File: src/rtl/mul_sequencer_pkg.sv
// Shared definitions for the EX-stage multi-cycle MUL sequencer:
// ALU control code, FSM state encoding and a counter-width helper.
package mul_sequencer_pkg;

    localparam logic [3:0] MUL_ALU_CTRL = 4'b1000;

    typedef enum logic [1:0] {
        MULSEQ_IDLE = 2'd0,
        MULSEQ_BUSY = 2'd1,
        MULSEQ_DONE = 2'd2
    } mulseq_state_e;

    function automatic int cnt_width(input int width);
        return (width > 1) ? $clog2(width) : 1;
    endfunction

endpackage

File: src/rtl/mul_sequencer_if.sv
// Pipeline <-> MUL sequencer signal bundle. The pipeline side is the master
// and drives start/flush/operands; the sequencer answers with stall/busy/result/valid.
interface mul_sequencer_if #(
    parameter int WIDTH = 32
);
    logic             start;
    logic             flush;
    logic [WIDTH-1:0] op_a;
    logic [WIDTH-1:0] op_b;
    logic             stall;
    logic             busy;
    logic [WIDTH-1:0] result;
    logic             valid;

    modport master (
        output start, flush, op_a, op_b,
        input  stall, busy, result, valid
    );

    modport slave (
        input  start, flush, op_a, op_b,
        output stall, busy, result, valid
    );
endinterface

File: src/rtl/mul_shift_add_dp.sv
// Shift-add multiplier datapath: accumulator, shifting multiplicand and
// multiplier registers. Sequenced by mul_sequencer through load/step.
module mul_shift_add_dp
    import mul_sequencer_pkg::*;
#(
    parameter int WIDTH = 32
) (
    input  logic             clk,
    input  logic             rst,
    input  logic             load,
    input  logic             step,
    input  logic [WIDTH-1:0] op_a,
    input  logic [WIDTH-1:0] op_b,
    output logic [WIDTH-1:0] acc_next,
    output logic             mplier_zero
);

    logic [WIDTH-1:0] acc;
    logic [WIDTH-1:0] mcand;
    logic [WIDTH-1:0] mplier;

    assign acc_next = mplier[0] ? (acc + mcand) : acc;

    // Looks at the multiplier as it will be after this step's shift, so the
    // FSM can stop on the same step that consumes the last set bit.
    assign mplier_zero = (mplier >> 1) == '0;

    always_ff @(posedge clk) begin
        if (rst) begin
            acc    <= '0;
            mcand  <= '0;
            mplier <= '0;
        end else if (load) begin
            acc    <= '0;
            mcand  <= op_a;
            mplier <= op_b;
        end else if (step) begin
            acc    <= acc_next;
            mcand  <= mcand << 1;
            mplier <= mplier >> 1;
        end
    end

endmodule

File: src/rtl/mul_sequencer.sv
// MUL sequencer for the EX-stage ALU: FSM, step counter and output registers
// around the shift-add datapath; stalls the pipeline until the product is ready.
//
// state       | meaning
// MULSEQ_IDLE | waiting for a MUL in EX; captures operands on start
// MULSEQ_BUSY | one shift-add step per cycle, pipeline stalled
// MULSEQ_DONE | result valid for one cycle, pipeline released
module mul_sequencer
    import mul_sequencer_pkg::*;
#(
    parameter int WIDTH      = 32,
    parameter bit EARLY_EXIT = 1'b0
) (
    input  logic              clk,
    input  logic              rst,
    mul_sequencer_if.slave    bus
);

    localparam int                CNT_W    = cnt_width(WIDTH);
    localparam logic [CNT_W-1:0]  CNT_LAST = CNT_W'(WIDTH - 1);

    mulseq_state_e    state;
    logic [CNT_W-1:0] cnt;
    logic             busy_r;
    logic             valid_r;
    logic [WIDTH-1:0] result_r;

    logic             load;
    logic             step;
    logic             last_step;
    logic [WIDTH-1:0] acc_next;
    logic             mplier_zero;

    assign load      = (state == MULSEQ_IDLE) && bus.start && !bus.flush;
    assign step      = (state == MULSEQ_BUSY) && !bus.flush;
    assign last_step = (cnt == CNT_LAST) || (EARLY_EXIT && mplier_zero);

    // Low in DONE so EX/MEM captures result on the DONE edge.
    assign bus.stall = !rst && !bus.flush &&
                       (((state == MULSEQ_IDLE) && bus.start) || (state == MULSEQ_BUSY));

    assign bus.busy   = busy_r;
    assign bus.valid  = valid_r;
    assign bus.result = result_r;

    mul_shift_add_dp #(
        .WIDTH (WIDTH)
    ) u_dp (
        .clk         (clk),
        .rst         (rst),
        .load        (load),
        .step        (step),
        .op_a        (bus.op_a),
        .op_b        (bus.op_b),
        .acc_next    (acc_next),
        .mplier_zero (mplier_zero)
    );

    always_ff @(posedge clk) begin
        if (rst) begin
            state    <= MULSEQ_IDLE;
            cnt      <= '0;
            busy_r   <= 1'b0;
            valid_r  <= 1'b0;
            result_r <= '0;
        end else if (bus.flush) begin
            state   <= MULSEQ_IDLE;
            busy_r  <= 1'b0;
            valid_r <= 1'b0;
        end else begin
            case (state)
                MULSEQ_IDLE: begin
                    valid_r <= 1'b0;
                    if (bus.start) begin
                        state  <= MULSEQ_BUSY;
                        busy_r <= 1'b1;
                        cnt    <= '0;
                    end
                end
                MULSEQ_BUSY: begin
                    cnt <= cnt + 1'b1;
                    if (last_step) begin
                        state    <= MULSEQ_DONE;
                        busy_r   <= 1'b0;
                        valid_r  <= 1'b1;
                        result_r <= acc_next;
                    end
                end
                MULSEQ_DONE: begin
                    state   <= MULSEQ_IDLE;
                    valid_r <= 1'b0;
                end
                default: begin
                    state   <= MULSEQ_IDLE;
                    busy_r  <= 1'b0;
                    valid_r <= 1'b0;
                end
            endcase
        end
    end

endmodule

File: src/flat_wrapper.sv
// flat-port wrapper written by rule: the top's interface ports become plain ports
module mul_sequencer_flat import mul_sequencer_pkg::*;
#(
    parameter int WIDTH      = 32,
    parameter bit EARLY_EXIT = 1'b0
)
  (clk, rst, bus_start, bus_flush, bus_op_a, bus_op_b, bus_stall, bus_busy, bus_result, bus_valid);
  mul_sequencer_if #(.WIDTH(WIDTH)) bus_i ();
  input  logic clk;
  input  logic rst;
  input wire logic [$bits(bus_i.start)-1:0] bus_start;
  input wire logic [$bits(bus_i.flush)-1:0] bus_flush;
  input wire logic [$bits(bus_i.op_a)-1:0] bus_op_a;
  input wire logic [$bits(bus_i.op_b)-1:0] bus_op_b;
  output wire logic [$bits(bus_i.stall)-1:0] bus_stall;
  output wire logic [$bits(bus_i.busy)-1:0] bus_busy;
  output wire logic [$bits(bus_i.result)-1:0] bus_result;
  output wire logic [$bits(bus_i.valid)-1:0] bus_valid;
  assign bus_i.start = bus_start;
  assign bus_i.flush = bus_flush;
  assign bus_i.op_a = bus_op_a;
  assign bus_i.op_b = bus_op_b;
  assign bus_stall = bus_i.stall;
  assign bus_busy = bus_i.busy;
  assign bus_result = bus_i.result;
  assign bus_valid = bus_i.valid;
  mul_sequencer #(.WIDTH(WIDTH), .EARLY_EXIT(EARLY_EXIT)) u_core (.clk(clk), .rst(rst), .bus(bus_i));
endmodule
File: config.mk
export PLATFORM = sky130hd
export DESIGN_NAME = mul_sequencer_flat
export DESIGN_NICKNAME = d
export VERILOG_FILES = /design/src/rtl/mul_sequencer_pkg.sv /design/src/rtl/mul_sequencer_if.sv /design/src/rtl/mul_shift_add_dp.sv /design/src/rtl/mul_sequencer.sv /design/src/flat_wrapper.sv
export SDC_FILE = /design/constraint.sdc
export NUM_CORES = 1
export LEC_CHECK = 0
export BUFFER_PORTS_ARGS = -buffer_cell sky130_fd_sc_hd__buf_2
export CORE_UTILIZATION = 60
export DETAILED_ROUTE_END_ITERATION = 7
export GPL_TIMING_DRIVEN = 0
export MAX_ROUTING_LAYER = met4
export PLACE_DENSITY_LB_ADDON = 0.12
export SKIP_LAST_GASP = 1
export SLEW_MARGIN = 40
export SYNTH_ARGS = -nofsm -noshare
export SYNTH_HDL_FRONTEND = slang
export SYNTH_SLANG_ARGS = --single-unit
File: constraint.sdc
create_clock -name clk -period 4.4 [get_ports clk]
set_clock_uncertainty 0.1 [all_clocks]
set_input_delay 0.66 -clock clk [delete_from_list [all_inputs] [get_ports clk]]
set_output_delay 0.66 -clock clk [all_outputs]
set_load 0.1 [all_outputs]
# After elaboration in Yosys (flattened, before gate mapping)
# Cells that the tools add are included.
[word_totals]
regBits = 137
latch_bits = 0
ramBits = 0
romBits = 0
inputBits = 68
output_inout_bits = 35
wordCells = 49
mem_count = 0
[op_classes]
n_addsub = 2
n_mul = 0
n_div = 0
n_lt_le_gt_ge = 0
n_eq_ne = 5
shifts = 0
muxes = 13
bitwise = 3
n_reduce_logical = 18
[op_table]
columns = ["op", "n"]
rows = [
  ["two-way mux 32 bit", 5],
  ["adder 32 bit", 1],
  ["one-hot mux 5 bit (2 select lines)", 1],
  ["AND reduction 3 bit", 3],
  ["adder 5 x 1 -> 5 bit, second input constant", 1],
  ["equality test 5 bit, second input constant", 1],
  ["logical AND 1 bit", 5],
  ["two-way mux 5 bit", 1],
  ["two-way mux 2 bit", 2],
  ["one-hot mux 2 bit (2 select lines)", 1],
  ["nonzero test 2 bit", 2],
  ["OR reduction 2 bit", 2],
  ["NOT 1 bit", 3],
  ["one-hot mux 1 bit (3 select lines)", 1],
  ["OR reduction 3 bit", 1],
  ["equality test 2 x 1 -> 1 bit, second input constant", 1],
  ["equality test 2 bit, second input constant", 1],
  ["logical NOT 1 bit", 2],
  ["logical NOT 2 bit", 1],
  ["two-way mux 1 bit", 2],
  ["inequality test 2 x 1 -> 1 bit, second input constant", 1],
  ["inequality test 2 bit, second input constant", 1],
  ["AND reduction 2 bit", 1],
  ["logical OR 1 bit", 1],
]

# Longest topological paths before layout
# Gate-level depths: netlist of run 1.
[depth]
word_depth = 4
ltp_mapped = 11

# Modules after synthesis
# Synthesis of run 1 repeated with hierarchy kept, for this count alone.
[unflattened]
hier_cells = 942
hier_area_um2 = 7563.5
[modules_own_cells]
columns = ["mod", "n_inst", "cells_each", "area_per_inst_um2", "seq_area_each_um2"]
rows = [
  ["mul_shift_add_dp", 1, 753, 6024.5, 1921.8],
  ["mul_sequencer", 1, 189, 1539.0, 820.8],
]

# Worst setup path before layout of run 1
# No wires, ideal clock.
[synth_path]
kind = "input port to output port"
from = "input port bus_flush"
to = "output port bus_stall"
arrival_ns = 2.614
setup_slack_ns = 1.026
path_stages = 5
n_path_buf = 2
path_cell_list = "nor2_1 -> clkbuf_1 -> nor2_1 -> clkbuf_1 -> nor2_1"
[synth_via]
elab_chain_len = 3
[synth_rtl]
columns = ["item", "line_no", "text"]
rows = [
  ["start: declaration", "flat_wrapper.sv:12", "input wire logic [$bits(bus_i.flush)-1:0] bus_flush;"],
  ["logical NOT 1 bit", "mul_sequencer.sv:39", "assign bus.stall = !rst && !bus.flush &&"],
  ["logical AND 1 bit (2 in a row)", "mul_sequencer.sv:39", ""],
  ["end: declaration", "flat_wrapper.sv:15", "output wire logic [$bits(bus_i.stall)-1:0] bus_stall;"],
]
# No other way between the ends.

# Worst setup path after layout of run 1
[layout_path]
from = "register u_core.state[1]"
to = "output port bus_stall"
[layout_via]
elab_chain_len = 4
word_cells_on_any_way = 5
[layout_rtl]
columns = ["item", "line_no", "text"]
rows = [
  ["start: declaration", "mul_sequencer.sv:22", "mulseq_state_e state;"],
  ["start signal: assignment", "mul_sequencer.sv:61", "state <= MULSEQ_IDLE;"],
  ["start signal: assignment", "mul_sequencer.sv:67", "state <= MULSEQ_IDLE;"],
  ["start signal: assignment", "mul_sequencer.sv:75", "state <= MULSEQ_BUSY;"],
  ["logical NOT 2 bit", "mul_sequencer.sv:40", "(((state == MULSEQ_IDLE) && bus.start) || (state == MULSEQ_BUSY));"],
  ["logical AND 1 bit", "mul_sequencer.sv:40", ""],
  ["logical OR 1 bit (*)", "mul_sequencer.sv:40", ""],
  ["logical AND 1 bit (*)", "mul_sequencer.sv:39", ""],
]
# Mark *: on every way between the ends. The rest lies on a longest branch, timed or not.

==> results of run 1 <==
[worst max path at each step]
stage | end | depth (start not counted) | startpoint
2_1_floorplan | bus_stall | 5 | bus_flush
3_3_place_gp | bus_stall | 7 | bus_flush
3_5_place_dp | bus_stall | 7 | bus_flush
4_1_cts | bus_stall | 7 | u_core.state[1]
5_1_grt | bus_stall | 7 | u_core.state[1]
6_report | bus_stall | 7 | u_core.state[1]
[metal layers]
layer	track usage, %	wire length [um]	up-vias
li1	-	-	3332
met1	41.1	8460	3136
met2	50.4	8430	232
met3	5.64	1110	29
met4	12.5	331	0
met5	-	0	-
[logic make-up after synthesis]
kind of cell | after synthesis | synth area share, %
simple gates | 255 | 15.9
flops | 137 | 39.0
buf+inv | 75 | 4.06
fa+ha+maj | 34 | 6.16
xor+xnor | 30 | 3.74
compound gates | 300 | 27.9
mux | 22 | 3.21
[area by class of cell]
type | count | area share, %
buffer | 61 | 2.80
clock buffer | 22 | 5.79
clock inverter | 10 | 1.96
inverter | 14 | 0.629
multi-input combinational | 641 | 47.8
sequential | 137 | 32.8
tap | 143 | 2.14
timing repair buffer | 101 | 6.05
[flip-flops by register name (all words and copies together), names as in the netlist]
name                count
u_core.bus.busy         1
u_core.bus.result      32
u_core.bus.valid        1
u_core.cnt              5
u_core.state            2
u_core.u_dp.acc        32
u_core.u_dp.mcand      32
u_core.u_dp.mplier     32
[stage by stage]
stage | setup slack [ps] | hold slack, ps
final | 918 | 352
after global routing | 806 | 366
after CTS | 925 | 354
after detailed placement | 1110 | 346
after global placement | 1180 | 341
after floorplan | 1030 | 336
[synth_stat cells, types with 3 or more instances]
master    count  area share (%)
dfxtp_1     137              39
a21oi_1     118             8.4
nand2_1     117             6.2
nor2_1       73             3.9
a22oi_1      65             6.9
clkbuf_1     51             2.7
a211oi_1     38             4.1
ha_1         33             5.9
mux2i_1      21             3.0
xnor2_1      21             2.6
o21ai_0      17             1.2
nor3_1       16             1.1
inv_1        13            0.69
a21o_1       11             1.2
o21bai_1     11             1.2
nand3_1      10            0.71
xor2_1        9             1.1
a31oi_1       7            0.62
buf_1         7            0.37
nand2b_1      7            0.62
nand4_1       6            0.53
and2_1        5            0.45
o21ai_1       5            0.36
a22o_1        4            0.50
or2_2         4            0.36
buf_2         3            0.21
nor2b_1       3            0.27
nor4b_1       3            0.37
[worst max-delay path: cells and delay by family (launching register included)]
kind,cells,cell delay (ps)
buffers and inverters,3,1230
flip-flops,1,340
AND/OR/NAND/NOR,4,700
[power by group through the flow]
| stage | logic (mW) | clock network (mW) | registers (mW) |
|---|---|---|---|
| floorplan | 0.166 | 0 | 1.32 |
| global placement | 0.248 | 0 | 1.32 |
| detailed placement | 0.251 | 0 | 1.33 |
| CTS | 0.253 | 1.56 | 1.30 |
| global route | 0.281 | 1.62 | 1.30 |
| finish | 0.255 | 1.56 | 1.30 |
==> results.ini, run 1 <==
[outcome]
status = finished clean

[clock_tree]
clkTransAtPathRegs_ps = 60
post_cts_buffers = 0
clockBufferDepth = 2
cts.repair.resized = 0
cts_hold_buf = 0
cts_tree = yes
cts_buffers = 17
cts_sinks = 137
h-tree-depth = 4
worstSkewPairLatency_ps = 440
clockRootBuffer = clkbuf_16

[synth]
synth_fp_nets = 955
synth_edf_count = 0
synth-seq-cells = 137
syn_inst = 853
async_reset_ff_share_pct = 0
synth_top_flop_cell = dfxtp_1
synth_warnings = 0
syn_avg_cell_area_um2 = 8.24
netlist_area_um2 = 7030
synth.distinct_cells = 57
synth.yosys.seq_area_share_pct = 39.0

[global_route]
grt_pass1_wl_mm = 28.7
overflow = 0
antenna_found_initial = 0
grt_max_degree = 17
first_global_vias = 5990
grt.total_usage_pct = 32.1

[drt]
wl_per_cell_um = 16.2
first_pass_iters = 5
drt_iter0_drc = 469
remaining_drc_errors = 0
viasPerCell = 5.96
num_vias = 6729
drt_wl_total_mm = 18.3
postRouteAntennaNets = 0

[die]
num_rows = 39
initial_core_util_pct = 61.5
dieArea_um2 = 12100
die_w_um = 110
dieHeight_um = 110
pin_count = 103
coreArea_um2 = 11400

[worst_hold_path]
holdPathEnd = u_core.u_dp.mplier[1]
hold_class = reg2reg
hold_depth = 2
hp-start = u_core.u_dp.mplier[1]

[timing]
finalSetupViolCount = 0
rsz0062_at_grt = no
slew_viol_final = 0
worst_pin_slew_ps = 730
fmax_ghz = 0.287
slew_headroom_pct = 51.3
finalSetupTns_ps = 0
post-route-period-util_pct = 79.1
hold_viol_final = 0
finalCriticalPeriod_ps = 3480

[power_and_ir_drop]
seq_power_share_pct = 41.8
pwr-share-clk_pct = 50.1
powerDensity_nw_per_um2 = 372
switching_power_mw = 0.738
leakage_nw = 3.23
p_int_mw = 2.38
pwr-share-comb_pct = 8.2
switching_share_pct = 23.7
irDropWorstVdd_mv = 0.345
totalPowerFinal_mw = 3.11

[layout]
nNetsFinal = 1075
seq_area_um2 = 2740
mostFrequentLayoutCells = 137 x dfxtp_1, 118 x a21oi_1, 117 x nand2_1
stdcell_area_um2 = 8360
utilization_pct = 73.2
area_growth_pct = 19.0
final_cells = 1129
final_layout_size_suffix_gt1_share_pct = 16.0
final_common_cell = dfxtp_1
multi_input_area_um2 = 4000
num-fill-cells = 934
antenna_cells = 0

[run]
drv_cap = 0

[placed_design]
placed_cell_area_um2 = 7710
dp_cells = 1097
portBuffers = 101
place_congestion = 0.974
dpl.hpwl_mm = 13.2

[worst_setup_path]
worst-setup-path-type = reg2out
r2r_cells = 11
cp_common_cell = nor2_1
r2r_slack_ps = 1170
crit_chain = nand2b_1 > nor2_1 > clkbuf_1 > nor2_1 > clkbuf_1 > nor2_1 > buf_2
crit_path_end_kind = primary output
cp.required_ps = 3640
cp_slowest_cell = clkbuf_1
r2r_start = u_core.u_dp.mcand[0]
r2r_end = u_core.bus.result[30]
cp.arrival_ps = 2720
path_max_fanout = 10
max_stage_delay_ps = 450
cp-start-kind = register

No activity file was read; power rests on OpenSTA's default activity.
==> run 2: changes to the inputs <==
--- a/config.mk
+++ b/config.mk
@@ -6,7 +6,7 @@
 export NUM_CORES = 1
 export LEC_CHECK = 0
 export BUFFER_PORTS_ARGS = -buffer_cell sky130_fd_sc_hd__buf_2
-export CORE_UTILIZATION = 60
+export CORE_UTILIZATION = 52
 export DETAILED_ROUTE_END_ITERATION = 7
 export GPL_TIMING_DRIVEN = 0
 export MAX_ROUTING_LAYER = met4
==> constraint.sdc (replaced) <==
create_clock -name clk -period 2.9 [get_ports clk]
set_clock_uncertainty 0.1 [all_clocks]
set_input_delay 0.435 -clock clk [delete_from_list [all_inputs] [get_ports clk]]
set_output_delay 0.435 -clock clk [all_outputs]
set_load 0.1 [all_outputs]
==> results.ini, run 2 (same netlist as run 1, synthesis figures left out) <==
[drt]
viasPerCell = 5.69
postRouteAntennaNets = 0
wl_met2_mm = 8.42
met3_length_um = 867
top_layer = met4
drt_wl_total_mm = 18.7
wl_per_cell_um = 16.0
first_pass_iters = 7
wl_met1_mm = 9.06
remaining_drc_errors = 0
num_vias = 6659
drt_iter0_drc = 343

[global_route]
antenna_found_initial = 0
first_global_vias = 6307
grt_pass1_wl_mm = 30.5
overflow = 0
grt_max_degree = 17
grt.total_usage_pct = 28.4

[timing]
finalCriticalPeriod_ps = 2980
fmax_ghz = 0.335
setup_ws_ps = -82.0
slew_headroom_pct = 42.0
worst_pin_slew_ps = 870
slew_viol_final = 0
post-route-period-util_pct = 103
hold_viol_final = 0
rsz0062_at_grt = yes
finalSetupTns_ps = -108
finalSetupViolCount = 2

[worst_setup_path]
path_max_fanout = 3
r2r_cells = 11
cp.arrival_ps = 3230
cp_slowest_cell = fa_2
cp.required_ps = 3150
r2r_end = u_core.bus.result[30]
worst-setup-path-type = reg2reg
crit_chain = ha_4 > fa_2 > a211oi_4 > o21ai_2 > a21oi_2 > o31ai_4 > a41oi_2 > o21ai_2 > a21oi_2 > mux2_4 > a211oi_2
cp-start-kind = register
max_stage_delay_ps = 370
r2r_slack_ps = -80
crit_path_end_kind = register
r2r_start = u_core.u_dp.mcand[0]

[clock_tree]
worstSkewPairLatency_ps = 430
clockBufferDepth = 2
cts_sinks = 137
clockRootBuffer = clkbuf_16
cts_buffers = 17
h-tree-depth = 4
clkTransAtPathRegs_ps = 60
cts_hold_buf = 0
cts_tree = yes

[power_and_ir_drop]
pwr-share-clk_pct = 47.1
seq_power_share_pct = 44.1
p_int_mw = 3.34
switching_power_mw = 1.13
leakage_nw = 3.28
pwr-share-comb_pct = 8.9
irDropWorstVdd_mv = 0.436
switching_share_pct = 25.3
powerDensity_nw_per_um2 = 525

[outcome]
violations = setup timing
status = complete, but fails checks

[die]
num_rows = 42
dieHeight_um = 118
die_w_um = 118
initial_core_util_pct = 53.3
pin_count = 103
coreArea_um2 = 13200
dieArea_um2 = 14000

[layout]
mostFrequentLayoutCells = 135 x dfxtp_1, 118 x a21oi_1, 117 x nand2_1
antenna_cells = 0
num-fill-cells = 1198
nNetsFinal = 1083
area_growth_pct = 21.2
final_layout_size_suffix_gt1_share_pct = 18.5
final_common_cell = dfxtp_1

[worst_hold_path]
hold_class = in2reg
hp-start = bus_op_a[0]
hold_depth = 3
holdPathEnd = u_core.u_dp.mcand[0]

[placed_design]
portBuffers = 101
dpl.hpwl_mm = 13.2
pre_cts_ws_ps = -205
place_congestion = 0.889

[run]
drv_cap = 0

run 2: critical path: cells and delay by family (launching register included):
kind,cells,cell delay (ps)
multiplexers,1,330
flip-flops,1,350
adder cells (fa/ha/maj),2,530
AO/OA/AOI/OAI,8,1590
run 2: how the worst max path moves through the flow:
| stage | from | cells after the start | to | slack (ps) |
|---|---|---|---|---|
| finish | u_core.u_dp.mcand[0] | 11 | u_core.bus.result[30] | -80 |
| global route | u_core.u_dp.mcand[0] | 11 | u_core.bus.result[30] | -180 |
| CTS | u_core.u_dp.mcand[1] | 10 | u_core.bus.result[25] | -1 |
| detailed placement | u_core.u_dp.mcand[0] | 11 | u_core.bus.result[30] | -210 |
| global placement | u_core.u_dp.mcand[0] | 11 | u_core.bus.result[30] | -200 |
| floorplan | u_core.u_dp.acc[0] | 11 | u_core.bus.result[30] | 80 |
run 2: cell type report:
type                       instances  area (um^2)  area share, %
buffer                            61          235           2.76
inverter                          14         52.6          0.617
multi-input combinational        641         4120           48.3
clock buffer                      21          480           5.64
clock inverter                    11         95.1           1.12
sequential                       137         2750           32.3
timing repair buffer             109          568           6.67
tap                              176          220           2.59
run 2: per-layer routing:
layer  vias up  track usage (%)
met2       181             44.0
met4         0             11.0
met3        36             5.16
met5         -                -
li1       3334                -
met1      3108             36.6
run 2: power groups by stage:
| stage | sequential [mW] | combinational, mW | clock, mW |
|---|---|---|---|
| after global placement | 2.01 | 0.381 | 0 |
| after detailed placement | 2.01 | 0.385 | 0 |
| after CTS | 1.97 | 0.389 | 2.13 |
| after global routing | 1.98 | 0.437 | 2.20 |
| final | 1.97 | 0.396 | 2.11 |
| after floorplan | 2.01 | 0.253 | 0 |
run 2: timing repair:
action,in CTS,in global routing
cloned,0,0
endpoints found under the setup margin,15,20
buffers inserted,5,3
pin swaps,7,18
resized for setup,9,19
run 2: stage by stage:
stage / total power, mW / cell area, um^2 / hold slack (ps) / instances / utilization (%)
final: 4.47 / 8520 / 156 / 1170 / 64.6
after global routing: 4.61 / 8520 / 174 / 1170 / 64.6
after CTS: 4.49 / 8400 / 140 / 1167 / 63.7
after detailed placement: 2.40 / 7750 / 346 / 1130 / 58.8
after global placement: 2.39 / 7750 / 342 / 1130 / 58.8
after floorplan: 2.26 / 7030 / 336 / 853 / -
